### src/rtl/mem_arb_pkg.sv
// Shared types and defaults for the two-port memory arbiter.
//   ADDR_W_DEF / DATA_W_DEF / LOCK_MAX_DEF : default geometry and lock timeout
//   arb_state_e : arbiter FSM state
//   req_id_e    : requester identity (used for round-robin history)
package mem_arb_pkg;

  localparam int ADDR_W_DEF   = 4;
  localparam int DATA_W_DEF   = 8;
  localparam int LOCK_MAX_DEF = 4;

  typedef enum logic [1:0] {
    IDLE   = 2'd0,
    LOCK_A = 2'd1,
    LOCK_B = 2'd2
  } arb_state_e;

  typedef enum logic {
    REQ_A = 1'b0,
    REQ_B = 1'b1
  } req_id_e;

endpackage

### src/rtl/mem_16x8.sv
// Single-port memory: synchronous write, registered read.
// The array is never reset; only the read register is.
//   clk, rst_n : clock, synchronous active-low reset (read register only)
//   en, we     : access strobe and write enable
//   addr, wdata: access address and write data
//   rdata      : registered read data, holds between reads
module mem_16x8
  import mem_arb_pkg::*;
#(
  parameter int ADDR_W = ADDR_W_DEF,
  parameter int DATA_W = DATA_W_DEF
) (
  input  logic              clk,
  input  logic              rst_n,
  input  logic              en,
  input  logic              we,
  input  logic [ADDR_W-1:0] addr,
  input  logic [DATA_W-1:0] wdata,
  output logic [DATA_W-1:0] rdata
);

  logic [DATA_W-1:0] mem_q [2**ADDR_W];
  logic [DATA_W-1:0] rdata_q;

  always_ff @(posedge clk) begin
    if (en && we) mem_q[addr] <= wdata;
  end

  always_ff @(posedge clk) begin
    if (!rst_n)         rdata_q <= '0;
    else if (en && !we) rdata_q <= mem_q[addr];
  end

  assign rdata = rdata_q;

endmodule

### src/rtl/mem_arbiter.sv
// Two-port arbiter in front of the shared instruction/data memory.
// Port A is the CPU path, port B the loader/debug path. Round-robin on
// conflict; a port may hold a lock across accesses for atomic RMW, and an
// idle lock owner is evicted after LOCK_MAX cycles with a lock_err pulse.
//   clk, rst_n               : clock, synchronous active-low reset
//   x_req/we/lock/addr/wdata : requester x access (x = a, b)
//   x_gnt                    : combinational grant
//   x_rvalid, x_rdata        : read data, valid the cycle after acceptance
//   lock_err                 : one-cycle pulse on lock timeout
//
// state  | meaning
// IDLE   | no lock held, round-robin between requesters
// LOCK_A | port A owns the memory, port B is blocked
// LOCK_B | port B owns the memory, port A is blocked
module mem_arbiter
  import mem_arb_pkg::*;
#(
  parameter int ADDR_W   = ADDR_W_DEF,
  parameter int DATA_W   = DATA_W_DEF,
  parameter int LOCK_MAX = LOCK_MAX_DEF
) (
  input  logic              clk,
  input  logic              rst_n,
  input  logic              a_req,
  input  logic              a_we,
  input  logic              a_lock,
  input  logic [ADDR_W-1:0] a_addr,
  input  logic [DATA_W-1:0] a_wdata,
  output logic              a_gnt,
  output logic              a_rvalid,
  output logic [DATA_W-1:0] a_rdata,
  input  logic              b_req,
  input  logic              b_we,
  input  logic              b_lock,
  input  logic [ADDR_W-1:0] b_addr,
  input  logic [DATA_W-1:0] b_wdata,
  output logic              b_gnt,
  output logic              b_rvalid,
  output logic [DATA_W-1:0] b_rdata,
  output logic              lock_err
);

  localparam int CNT_W = $clog2(LOCK_MAX + 1);

  arb_state_e        state_q, state_d;
  req_id_e           last_q, last_d;
  logic [CNT_W-1:0]  cnt_q, cnt_d;
  logic              lock_err_q, lock_err_d;
  logic              a_rvalid_q, b_rvalid_q;
  logic [DATA_W-1:0] a_hold_q, b_hold_q;

  logic              mem_en, sel_b, win_lock;
  logic              mem_we;
  logic [ADDR_W-1:0] mem_addr;
  logic [DATA_W-1:0] mem_wdata, mem_rdata;
  req_id_e           win_id;

  // Grants are gated by rst_n so nothing is accepted on a reset edge.
  always_comb begin
    a_gnt = 1'b0;
    b_gnt = 1'b0;
    if (rst_n) begin
      case (state_q)
        IDLE: begin
          if (a_req && b_req) begin
            a_gnt = (last_q == REQ_B);
            b_gnt = (last_q == REQ_A);
          end else begin
            a_gnt = a_req;
            b_gnt = b_req;
          end
        end
        LOCK_A:  a_gnt = a_req;
        LOCK_B:  b_gnt = b_req;
        default: ;
      endcase
    end
  end

  assign mem_en    = a_gnt | b_gnt;
  assign sel_b     = b_gnt;
  assign mem_we    = sel_b ? b_we    : a_we;
  assign mem_addr  = sel_b ? b_addr  : a_addr;
  assign mem_wdata = sel_b ? b_wdata : a_wdata;
  assign win_lock  = sel_b ? b_lock  : a_lock;
  assign win_id    = sel_b ? REQ_B   : REQ_A;

  always_comb begin
    state_d    = state_q;
    last_d     = last_q;
    cnt_d      = cnt_q;
    lock_err_d = 1'b0;
    case (state_q)
      IDLE: begin
        if (mem_en) begin
          last_d = win_id;
          if (win_lock) begin
            state_d = sel_b ? LOCK_B : LOCK_A;
            cnt_d   = '0;
          end
        end
      end
      LOCK_A, LOCK_B: begin
        // Only the owner can be granted here, so mem_en means owner access.
        // Checking it first lets an access on the timeout cycle win.
        if (mem_en) begin
          last_d = win_id;
          cnt_d  = '0;
          if (!win_lock) state_d = IDLE;
        end else if (cnt_q == CNT_W'(LOCK_MAX - 1)) begin
          state_d    = IDLE;
          cnt_d      = '0;
          lock_err_d = 1'b1;
        end else begin
          cnt_d = cnt_q + CNT_W'(1);
        end
      end
      default: state_d = IDLE;
    endcase
  end

  always_ff @(posedge clk) begin
    if (!rst_n) begin
      state_q    <= IDLE;
      last_q     <= REQ_B;
      cnt_q      <= '0;
      lock_err_q <= 1'b0;
      a_rvalid_q <= 1'b0;
      b_rvalid_q <= 1'b0;
      a_hold_q   <= '0;
      b_hold_q   <= '0;
    end else begin
      state_q    <= state_d;
      last_q     <= last_d;
      cnt_q      <= cnt_d;
      lock_err_q <= lock_err_d;
      a_rvalid_q <= a_gnt & ~a_we;
      b_rvalid_q <= b_gnt & ~b_we;
      if (a_rvalid_q) a_hold_q <= mem_rdata;
      if (b_rvalid_q) b_hold_q <= mem_rdata;
    end
  end

  mem_16x8 #(
    .ADDR_W(ADDR_W),
    .DATA_W(DATA_W)
  ) u_mem (
    .clk  (clk),
    .rst_n(rst_n),
    .en   (mem_en),
    .we   (mem_we),
    .addr (mem_addr),
    .wdata(mem_wdata),
    .rdata(mem_rdata)
  );

  // The read register is shared; each port keeps its own copy of the last
  // word it was given so its rdata holds while the other port reads.
  assign a_rvalid = a_rvalid_q;
  assign b_rvalid = b_rvalid_q;
  assign a_rdata  = a_rvalid_q ? mem_rdata : a_hold_q;
  assign b_rdata  = b_rvalid_q ? mem_rdata : b_hold_q;
  assign lock_err = lock_err_q;

endmodule

### config.mk
export PLATFORM = sky130hd
export DESIGN_NAME = mem_arbiter
export DESIGN_NICKNAME = d
export VERILOG_FILES = /design/src/rtl/mem_arb_pkg.sv /design/src/rtl/mem_16x8.sv /design/src/rtl/mem_arbiter.sv
export SDC_FILE = /design/constraint.sdc
export NUM_CORES = 1
export LEC_CHECK = 0
export BUFFER_PORTS_ARGS = -buffer_cell sky130_fd_sc_hd__buf_2
export CORE_MARGIN = 1
export CORE_UTILIZATION = 30
export CTS_BUF_LIST = sky130_fd_sc_hd__clkbuf_4 sky130_fd_sc_hd__clkbuf_8
export DETAILED_ROUTE_END_ITERATION = 7
export PLACE_DENSITY = 0.56
export SLEW_MARGIN = 20
export SYNTH_ARGS = -nofsm -noshare
export SYNTH_HDL_FRONTEND = slang
export SYNTH_SLANG_ARGS = --single-unit
### constraint.sdc
create_clock -name clk -period 5.6 [get_ports clk]
set_clock_uncertainty 0.15 [all_clocks]
set_input_delay 0.28 -clock clk [delete_from_list [all_inputs] [get_ports clk]]
set_output_delay 0.28 -clock clk [all_outputs]
set_load 0.05 [all_outputs]
==> After elaboration in Yosys (flattened, before gate mapping) <==
Memory sizes are Yosys's and may differ from the RTL's. A register that Yosys moved wholly into a read port is not among the register bits.
Cells that the tools add are included.
{ "totals": {"register_bits": 25, "ram_bits": 128, "inputBits": 32, "out_inout_bits": 21, "elab_cells": 66, "mem_count": 1} }
{ "classes": {"addsub": 1, "n_eq_ne": 7, "mux": 28, "bitwise": 8, "n_reduce_logical": 13} }
{ "mem_list": {"columns": ["name", "words", "word_bits", "read_ports", "rd_ports_with_merged_regs", "wr", "line_no", "rtl"], "rows": [
  ["u_mem.mem_q", 16, 8, 1, 1, 1, "mem_16x8.sv:22", "logic [DATA_W-1:0] mem_q [2**ADDR_W];"]
]} }
{ "ops": {"columns": ["op", "n"], "rows": [
  ["$mux W8", 3],
  ["$mux W2", 6],
  ["$mux W3", 4],
  ["$mux W1", 10],
  ["$pmux W3 S2", 1],
  ["$reduce_or A3 Y1", 2],
  ["$not A1 Y1", 5],
  ["$mux W4", 1],
  ["$pmux W1 S2", 2],
  ["$pmux W2 S2", 1],
  ["$reduce_and A4 Y1", 1],
  ["$add A3 B1 Y3 const B", 1],
  ["$eq A3 B2 Y1 const B", 1],
  ["$logic_and A1 B1 Y1", 3],
  ["$ne A3 B2 Y1 const B", 1],
  ["$ne A3 B3 Y1 const B", 1],
  ["$reduce_and A3 Y1", 1],
  ["$and A1 B1 Y1", 2],
  ["$eq A2 B1 Y1 const B", 1],
  ["$eq A2 B2 Y1 const B", 1],
  ["$logic_not A1 Y1", 2],
  ["$logic_not A2 Y1", 1],
  ["$ne A2 B1 Y1 const B", 1],
  ["$ne A2 B2 Y1 const B", 1],
  ["other kinds (4)", 4]
]} }

==> Longest topological paths before layout <==
Gate-level depths: netlist (run 1).
{ "depth": {"ltp_word": 8, "mapped_depth": 11, "mapped_depth_nobuf": 10} }

==> By module <==
A second synthesis (run 1) with hierarchy kept.
{ "unflattened": {"hier_cells": 447, "area_unflattened_um2": 6695.2} }
{ "by_module_without_submodules": {"columns": ["mod", "n_inst", "cells_per_inst", "area_each_um2", "seq_area_each_um2"], "rows": [
  ["mem_16x8", 1, 287, 5341.4, 4003.8],
  ["mem_arbiter", 1, 160, 1353.8, 500.5]
]} }

==> Worst setup path after synthesis (run 1) <==
No wires, ideal clock.
{ "synth_path": {"path_kind": "flip-flop to flip-flop", "startpoint": "register state_q[0]", "endpoint": "memory u_mem.mem_q[3][0] in the netlist's numbering (enable)", "setup_ns": 0.370, "arrival_time_ns": 2.324, "required_time_ns": 5.080, "path_slack_ns": 2.756, "stages_incl_launch_ff": 11, "path_buffers": 1, "period_less_slack_ns": 2.844, "cell_sequence": "dfxtp_1 > inv_1 > ha_1 > and2_4 > a21o_4 > nand3_4 > inv_1 > mux2i_1 > clkbuf_1 > nand2_1 > nor2_1"} }
{ "synth_via": {"elab_chain_cells": 7, "word_cells_on_any_way": 13, "cone_classes": "2 x eq/ne; 8 x mux; 1 x bitwise; 2 x reduce/logical"} }
{ "synth_lines": {"columns": ["element", "line_no", "rtl"], "rows": [
  ["from (decl)", "mem_arbiter.sv:45", "arb_state_e state_q, state_d;"],
  ["from (signal assigned)", "mem_arbiter.sv:133", "state_q <= state_d;"],
  ["$eq A2 B1 Y1, or another cell as far along", "mem_arbiter.sv:63", "case (state_q)"],
  ["$pmux W1 S2", "mem_arbiter.sv:63", null],
  ["$mux W1", "mem_arbiter.sv:62", "if (rst_n) begin"],
  ["$or A1 B1 Y1 / $mux W1 (equally long branches)", "mem_arbiter.sv:80, mem_arbiter.sv:82", null],
  ["$logic_and A1 B1 Y1", "mem_16x8.sv:26", "if (en && we) mem_q[addr] <= wdata;"],
  ["$mux W1", "mem_16x8.sv:26", null],
  ["$mux W1 (not written as such)", "mem_16x8.sv:26", null],
  ["to (decl)", "mem_16x8.sv:22", null]
]} }
Parallel ways exist; a longest one is shown, timed or not.

==> Worst setup path after layout (run 1) <==
{ "layout_path": {"startpoint": "register state_q[0]", "endpoint": "memory u_mem.mem_q[7][0] in the netlist's numbering (enable)"} }
The elaborated chain is that of the path after synthesis.

==> reports/qor.txt, run 1 <==
CP Class: flip-flop to flip-flop
Setup crit start kind: flip-flop
Critical Path AT: 3.58 ns
CP max stage delay: 0.63 ns
DP HPWL: 10800 um
vias: 4189
unrepaired setup endpoints after global routing: false
Worst Setup EP: u_mem.mem_q[7][0]
DRT antenna net count: 0
main combinational cell family by area after synthesis: multiplexers
die width: 153 um
layout cell share with drive strength beyond 1: 19.4%
failing checks: design-rule violations
Primary FF master, synth: edfxtp_1
Yosys top cell area share: 56.5%
crit path max-delay cell type: nor2_1
flops & latches, synth: 161
Reg2Reg Depth: 10
core footprint: 22000 um2
Cell variety after synth: 46
CP Cell Sequence: inv_1, ha_1, and2_4, a21o_4, nand3_4, inv_1, mux2i_1, buf_4, nand2_1, nor2_1
Clock transition at path regs: 0.08 ns
share of async-settable or async-resettable flops after synthesis: 0%
status: finished, violations left
DR iter-0 viols: 311
Starting Density: 30.9%
Setup TNS Final: 0 ns
Peak Freq: 274 MHz
CP most frequent cell: inv_1
Yosys warnings: 0
Post-Route WL: 15300 um
DR WL/cell: 18.2 um
Congestion Overflow GR: 0
Final Max Slew Viols: 0
Synth Area in Compound Gates: 8.01%
total track usage: 13.9%
Worst setup EP type: flip-flop
Period minus WS final: 3.65 ns
CTS max path bufs: 2
Rel. slew slack: 45.3%
post-CTS setup buffer count: 0
CP required: 5.53 ns
final hold vios: 0
Top delay family on crit path: simple AND/OR/NAND/NOR gates
First-pass DRT Iterations: 8
worst r2r src: state_q[0]
area grow syn2layout: 14.9%
Synth area leaders: edfxtp_1 57%, dfxtp_1 9.7%, mux2i_1 9.7%
max cap viols: 0
Hold Path Class: primary input to flip-flop
worst slew pin tran: 0.798 ns
full die area: 23300 um2
Placer Congestion: 0.876
post-CTS sizing: 0
crit path buf inv count: 3
R2R Setup Slk: 1.95 ns
CTS root buf: clkbuf_8
initial antenna violation count: 0
Synth area leader: edfxtp_1
Setup WS post-layout: 1.95 ns
CP max FO: 23
DR DRC count: 9
worst skew pair latency: 0.45 ns
Layout Nets: 589
Port Buffers: 52
pwr dens: 399 nW/um2
final cycle utilization of the critical path: 65.2%
ant diodes: 0
Peak VDD IR: 0.164 mV
mux cell area share after synthesis: 13.2%
adder-cell share of the synthesized area: 1.10%
Worst path depth: 10
Die Y: 153 um
Mapped Avg Cell Area: 13.7 um2
launch point of the worst path: state_q[0]
area of the mapped netlist: 6800 um2
vias per cell: 4.97
top-count cell post-synth: edfxtp_1
# hold bufs at CTS: 3
reg2reg end: u_mem.mem_q[7][0]
Synth Instances: 496
CTS Buf Count: 17
CTS tree: yes
sequential element share of the synthesized area: 66.3%
clock sinks: 161
syn_nets: 534
Finish-stage setup viols: 0
EDFF count, synth: 128
hold_sp: a_lock
Leakage: 2.87 nW
xor/xnor share of the synthesized area: 0%
# rows: 54
synth cell count leaders: 128 x edfxtp_1, 66 x mux2i_1, 49 x nand2_1, 33 x dfxtp_1, 32 x nor2_1
setup slack at placement: 1.99 ns
largest net degree at the start of global routing: 65
IO Pins: 53
simple-gate area share of the yosys netlist: 9.17%
vias in the first global route: 4258
first-pass GRT wire length: 24500 um
CTS H-tree lvls: 4
how the worst min path moves through the flow:
stage | to | slack, ns | cells past startpoint
detailed placement | cnt_q[2] | 0.31 | 1
finish | state_q[0] | 0.13 | 4
CTS | state_q[0] | 0.08 | 4
floorplan | b_rvalid | 0.20 | 1
global placement | cnt_q[1] | 0.29 | 2
global route | state_q[0] | 0.11 | 4
registers in the layout (all words and copies together) (netlist names):
| name | count |
|---|---|
| a_hold_q | 8 |
| a_rvalid | 1 |
| b_hold_q | 8 |
| b_rvalid | 1 |
| cnt_q | 3 |
| last_q | 1 |
| lock_err | 1 |
| state_q | 2 |
| u_mem.mem_q | 128 |
| u_mem.rdata | 8 |
kinds of logic after synthesis:
logic type	after synthesis
flops	161
simple gates	129
mux	85
compound gates	83
buf+inv	32
fa+ha+maj	6
layout make-up:
class | count | area (um2)
Tap cell | 280 | 350
Fill cell | 2098 | 14200
Clock buffer | 18 | 241
Clock inverter | 13 | 193
Inverter | 10 | 37.5
Multi-Input combinational cell | 303 | 2160
Sequential cell | 161 | 4500
Timing Repair Buffer | 58 | 325
layer usage:
metal | part of all wire [%] | routed length [um] | track usage [%] | up-vias
li1 | - | - | - | 1977
met4 | 1.9 | 291 | 5.29 | 0
met3 | 4.6 | 713 | 2.87 | 23
met1 | 44 | 6810 | 17.5 | 2067
met2 | 49 | 7520 | 23.5 | 122
met5 | 0 | 0 | 0 | -
cell usage in the layout (no fill, tap or decap), types with 4 or more instances in the layout:
cell type	netlist	layout
and2_1	17	17
buf_2	3	52
o22ai_1	22	22
dfxtp_1	33	33
nor4_1	10	10
inv_1	10	10
mux2i_1	66	65
edfxtp_1	128	128
a31oi_1	7	7
o21ai_0	17	17
a21oi_1	15	15
ha_1	6	6
bufinv_16	0	5
clkbuf_8	0	17
mux2_2	17	17
nand2b_1	4	4
nor2_1	32	32
nand2_1	49	49
worst min-delay path: cells and delay by family:
kind	cells	cell delay (ns)
AO/OA/AOI/OAI	1	0.10
buffers and inverters	1	0.11
AND/OR/NAND/NOR	2	0.20
power breakdown:
part	total [mW]	internal, mW	switching [mW]
clock network	0.926	0.526	0.400
registers	1.42	1.39	0.0304
logic	0.773	0.270	0.504
total	3.12	2.18	0.934
metrics by stage:
| stage | hold slack (ns) | instance area (um2) | power (mW) | utilization, % | cells |
|---|---|---|---|---|---|
| 2_1_floorplan | 0.202 | 6800 | 2.01 | - | 496 |
| 6_report | 0.132 | 7810 | 3.12 | 35.4 | 843 |
| 5_1_grt | 0.108 | 7810 | 3.26 | 35.4 | 843 |
| 3_5_place_dp | 0.309 | 7340 | 2.22 | 33.3 | 809 |
| 4_1_cts | 0.0791 | 7800 | 3.14 | 35.4 | 843 |
| 3_3_place_gp | 0.294 | 7340 | 2.21 | 33.3 | 809 |
(Power assumes the default switching activity.)
==> run 2: changes to the inputs <==
Clock period 5.6 ns to 3.8 ns, I/O delays scaled along.
==> run 2 against run 1 <==
  * The run still ends with design-rule violations left
  * Die area unchanged
  * Non-clock buffer count increased by 19
  * Sequential share of layout area decreased by 0.76 points
  * Critical path depth unchanged
  * Worst hold slack got worse by 0.066 ns
  * Clock-buffer cell count increased by 2
  * Global-route usage increased by 0.37 points
  * Routed wire length increased by 4.3%
  * Register-to-register slack got worse by 1.6 ns
==> reports/qor.txt, run 2 (same netlist as run 1, synthesis figures left out) <==
gr busiest metal: met2
layout cell share with drive strength beyond 1: 21.5%
final hold vios: 0
CTS tree: yes
CTS H-tree lvls: 4
Worst setup EP type: flip-flop
Biggest register: u_mem.mem_q
vias: 4286
Congestion Overflow GR: 0
initial antenna violation count: 0
most common cell after layout, fill and taps aside: edfxtp_1
Placer Congestion: 0.880
Period minus WS final: 3.45 ns
failing checks: design-rule violations
final std cells w/o fill: 862
Peak Freq: 290 MHz
vias in the first global route: 4361
DR DRC count: 10
die width: 153 um
worst skew pair latency: 0.46 ns
total track usage: 14.3%
final hold slack: 0.0654 ns
met2 GRT Util: 24.6%
met1 Track Usage GR: 17.4%
CTS Buf Count: 17
core footprint: 22000 um2
first-pass GRT wire length: 24800 um
CTS max path bufs: 2
ant diodes: 0
Layout Nets: 608
largest net degree at the start of global routing: 63
CTS root buf: clkbuf_8
Critical Path AT: 3.62 ns
number of flip-flops under the largest register name: 128
CP required: 3.97 ns
Final Max Slew Viols: 0
Post-Route WL: 16000 um
final cycle utilization of the critical path: 90.9%
Port Buffers: 52
max cap viols: 0
# rows: 54
CP max FO: 62
pwr dens: 572 nW/um2
DP HPWL: 11300 um
DRT antenna net count: 0
CP Class: flip-flop to flip-flop
full die area: 23300 um2
Finish-stage setup viols: 0
Hold Path Class: primary input to flip-flop
Setup TNS Final: 0 ns
DR iter-0 viols: 429
status: finished, violations left
unrepaired setup endpoints after global routing: false
Reg2Reg Depth: 10
area grow syn2layout: 16.4%
Starting Density: 30.9%
vias per cell: 4.97
Rel. slew slack: 53.7%
Die Y: 153 um
clock sinks: 161
First-pass DRT Iterations: 7
Clock transition at path regs: 0.09 ns
worst slew pin tran: 0.692 ns
WHS Path Cells: 2
placed cells: 826
met3 usage: 3.13%
post-CTS setup buffer count: 0
most frequent cells in the layout: 128 x edfxtp_1, 66 x mux2i_1, 52 x buf_2, 49 x nand2_1, 33 x dfxtp_1
DR WL/cell: 18.6 um
Setup crit start kind: flip-flop
Peak VDD IR: 0.301 mV
Leakage: 2.94 nW
IO Pins: 53
run 2: critical path, cell delays in order (launching register included):
cell      delay, ns
dfxtp_1        0.40
inv_1          0.10
ha_1           0.26
and2_4         0.17
a21o_4         0.24
a211oi_4       0.31
buf_12         0.38
mux2i_1        0.35
o22ai_1        0.14
nor4_1         0.54
a21oi_1        0.16
run 2: final timing paths:
| path | slack (ns) | start | endpoint |
|---|---|---|---|
| hold reg to reg | 0.31 | cnt_q[2] | cnt_q[2] |
| setup reg to reg | 0.35 | state_q[0] | u_mem.rdata[7] |
| hold / removal | 0.07 | rst_n | last_q |
| setup / recovery | 0.35 | state_q[0] | u_mem.rdata[7] |
run 2: where the power goes:
| group | internal [mW] | switching (mW) |
|---|---|---|
| Combinational | 0.413 | 0.758 |
| Clock | 0.661 | 0.605 |
| Sequential | 2.04 | 0.0453 |
| Total | 3.12 | 1.41 |
run 2: what timing repair did:
item,4_1_cts,5_1_grt
resized for setup,0,0
hold endpoints to repair,5,0
hold buffers,5,0
run 2: per-stage QoR:
step | setup slack [ns] | cell area, um2 | total power [mW] | utilization (%)
after detailed placement | 0.437 | 7470 | 3.30 | 33.9
after global routing | 0.134 | 7910 | 4.73 | 35.9
after global placement | 0.488 | 7470 | 3.27 | 33.9
final | 0.347 | 7910 | 4.53 | 35.9
after floorplan | 0.956 | 6800 | 2.96 | -
after CTS | 0.395 | 7910 | 4.56 | 35.9
run 2: layout make-up:
cell class                      count  area (um2)
Fill cell                        2119       14100
Tap cell                          280         350
Inverter                           10        37.5
Clock inverter                     11         138
Clock buffer                       20         256
Multi-Input combinational cell    303        2150
Timing Repair Buffer               77         473
Sequential cell                   161        4500
run 2: per-layer routing:
metal	share of wire, %	wire [um]
met1	43	6920
met5	0	0
met3	4.7	746
met4	1.8	284
met2	50	8040
==> run 3: changes to the inputs <==
Settings changed: CAP_MARGIN from default to 10, PLACE_DENSITY 0.56 to default, PLACE_DENSITY_LB_ADDON from default to 0.2.
==> run 3 against run 2 <==
  * The run still ends with design-rule violations left
  * Non-clock buffer count is the same
  * Sequential cell count is the same
  * Worst hold slack lost 0.022 ns
==> reports/qor.txt, run 3 (same netlist as run 1, synthesis figures left out) <==
Top delay family on crit path: compound AO/OA/AOI/OAI gates
CP Class: flip-flop to flip-flop
Die Y: 153 um
DR DRC count: 1
DP HPWL: 11800 um
Worst setup EP type: flip-flop
CTS H-tree lvls: 4
Post-Route WL: 16900 um
Period minus WS final: 3.58 ns
worst slew pin tran: 0.867 ns
routed length on met2: 8020 um
max cap viols: 0
Clock power frac: 27.9%
P_int: 3.11 mW
CTS tree: yes
vias: 4297
IO Pins: 53
core footprint: 22000 um2
final hold vios: 0
CTS root buf: clkbuf_8
Critical Path AT: 3.74 ns
wire length on met1: 7780 um
layout cell share with drive strength beyond 1: 22.1%
total track usage: 15.2%
CTS Buf Count: 17
Clock transition at path regs: 0.09 ns
Layout Utilization: 36.0%
full die area: 23300 um2
Hold Path Class: primary input to flip-flop
Final Max Slew Viols: 0
CP required: 3.96 ns
DR iter-0 viols: 212
area grow syn2layout: 16.7%
vias per cell: 4.98
ant diodes: 0
most common cell after layout, fill and taps aside: edfxtp_1
Peak VDD IR: 0.217 mV
Placer Congestion: 0.834
Congestion Overflow GR: 0
Finish-stage setup viols: 0
DR WL met3: 868 um
final cycle utilization of the critical path: 94.1%
DRT antenna net count: 0
Biggest register: u_mem.mem_q
CP Cell Sequence: inv_1, ha_1, and2_4, a21o_4, a2111oi_0, o21a_1, o21ai_0, nor4_1, a21oi_1
failing checks: design-rule violations
unrepaired setup endpoints after global routing: false
sw power: 1.46 mW
initial antenna violation count: 0
CP max FO: 16
crit path max-delay cell type: nor4_1
Setup TNS Final: 0 ns
Peak Freq: 280 MHz
Rel. slew slack: 41.6%
die width: 153 um
status: finished, violations left
pwr dens: 576 nW/um2
final hold slack: 0.0438 ns
clock sinks: 161
largest net degree at the start of global routing: 39
vias in the first global route: 4443
Layout Nets: 608
crit path buf inv count: 1
Reg power frac: 45.7%
Gate power share: 26.3%
total power: 4.57 mW
most frequent cells in the layout: 128 x edfxtp_1, 65 x mux2i_1, 52 x buf_2, 49 x nand2_1, 33 x dfxtp_1
Setup crit start kind: flip-flop
Starting Density: 30.9%
CTS max path bufs: 2
first-pass GRT wire length: 26300 um
max layer used: met4
number of flip-flops under the largest register name: 128
DR WL/cell: 19.6 um
Sw Share: 32.0%
CP max stage delay: 0.78 ns
# rows: 54
Port Buffers: 52
First-pass DRT Iterations: 8
post-CTS setup buffer count: 0
Leakage: 2.95 nW
worst skew pair latency: 0.45 ns
run 3: power groups by stage:
| stage | combinational, mW | clock, mW | sequential, mW |
|---|---|---|---|
| after global routing | 1.30 | 1.37 | 2.10 |
| after floorplan | 0.852 | 0 | 2.11 |
| after detailed placement | 1.20 | 0 | 2.13 |
| final | 1.20 | 1.28 | 2.09 |
| after CTS | 1.21 | 1.31 | 2.09 |
| after global placement | 1.19 | 0 | 2.13 |
run 3: repair_timing:
action                                  4_1_cts  5_1_grt
endpoints found under the setup margin        0        1
hold buffers                                  3        0
gates resized for setup                       0        1
hold endpoints to repair                      3        0
run 3: path summary, 6_finish.rpt:
kind	from	to	cells past startpoint	slack, ns
max	state_q[0]	u_mem.rdata[6]	9	0.22
min	b_req	last_q	3	0.04
max reg2reg	state_q[0]	u_mem.rdata[6]	9	0.22
min reg2reg	cnt_q[1]	cnt_q[1]	2	0.31
run 3: final cells by class:
type                            count  area (um2)
Fill cell                        2139       14100
Sequential cell                   161        4500
Multi-Input combinational cell    303        2160
Timing Repair Buffer               77         480
Tap cell                          280         350
Clock buffer                       17         234
Clock inverter                     15         168
Inverter                           10        37.5
run 3: metal layers:
layer | global-route usage (%) | up-vias
met3 | 4.04 | 19
li1 | - | 2019
met4 | 5.00 | 0
met2 | 24.9 | 114
met5 | 0 | -
met1 | 19.6 | 2145
run 3: worst reg2reg max path: stages, from the launching register on:
cell and delay, ns:
dfxtp_1 0.39, inv_1 0.11, ha_1 0.24, and2_4 0.18, a21o_4 0.24, a2111oi_0 0.45, o21a_1 0.56, o21ai_0 0.19
nor4_1 0.78, a21oi_1 0.15
run 3: stage by stage:
stage	cells	area [um2]	setup slack, ns
final	863	7930	0.223
after detailed placement	828	7490	0.109
after global routing	863	7930	0.0361
after global placement	828	7490	0.104
after floorplan	496	6800	0.956
after CTS	863	7930	0.0737
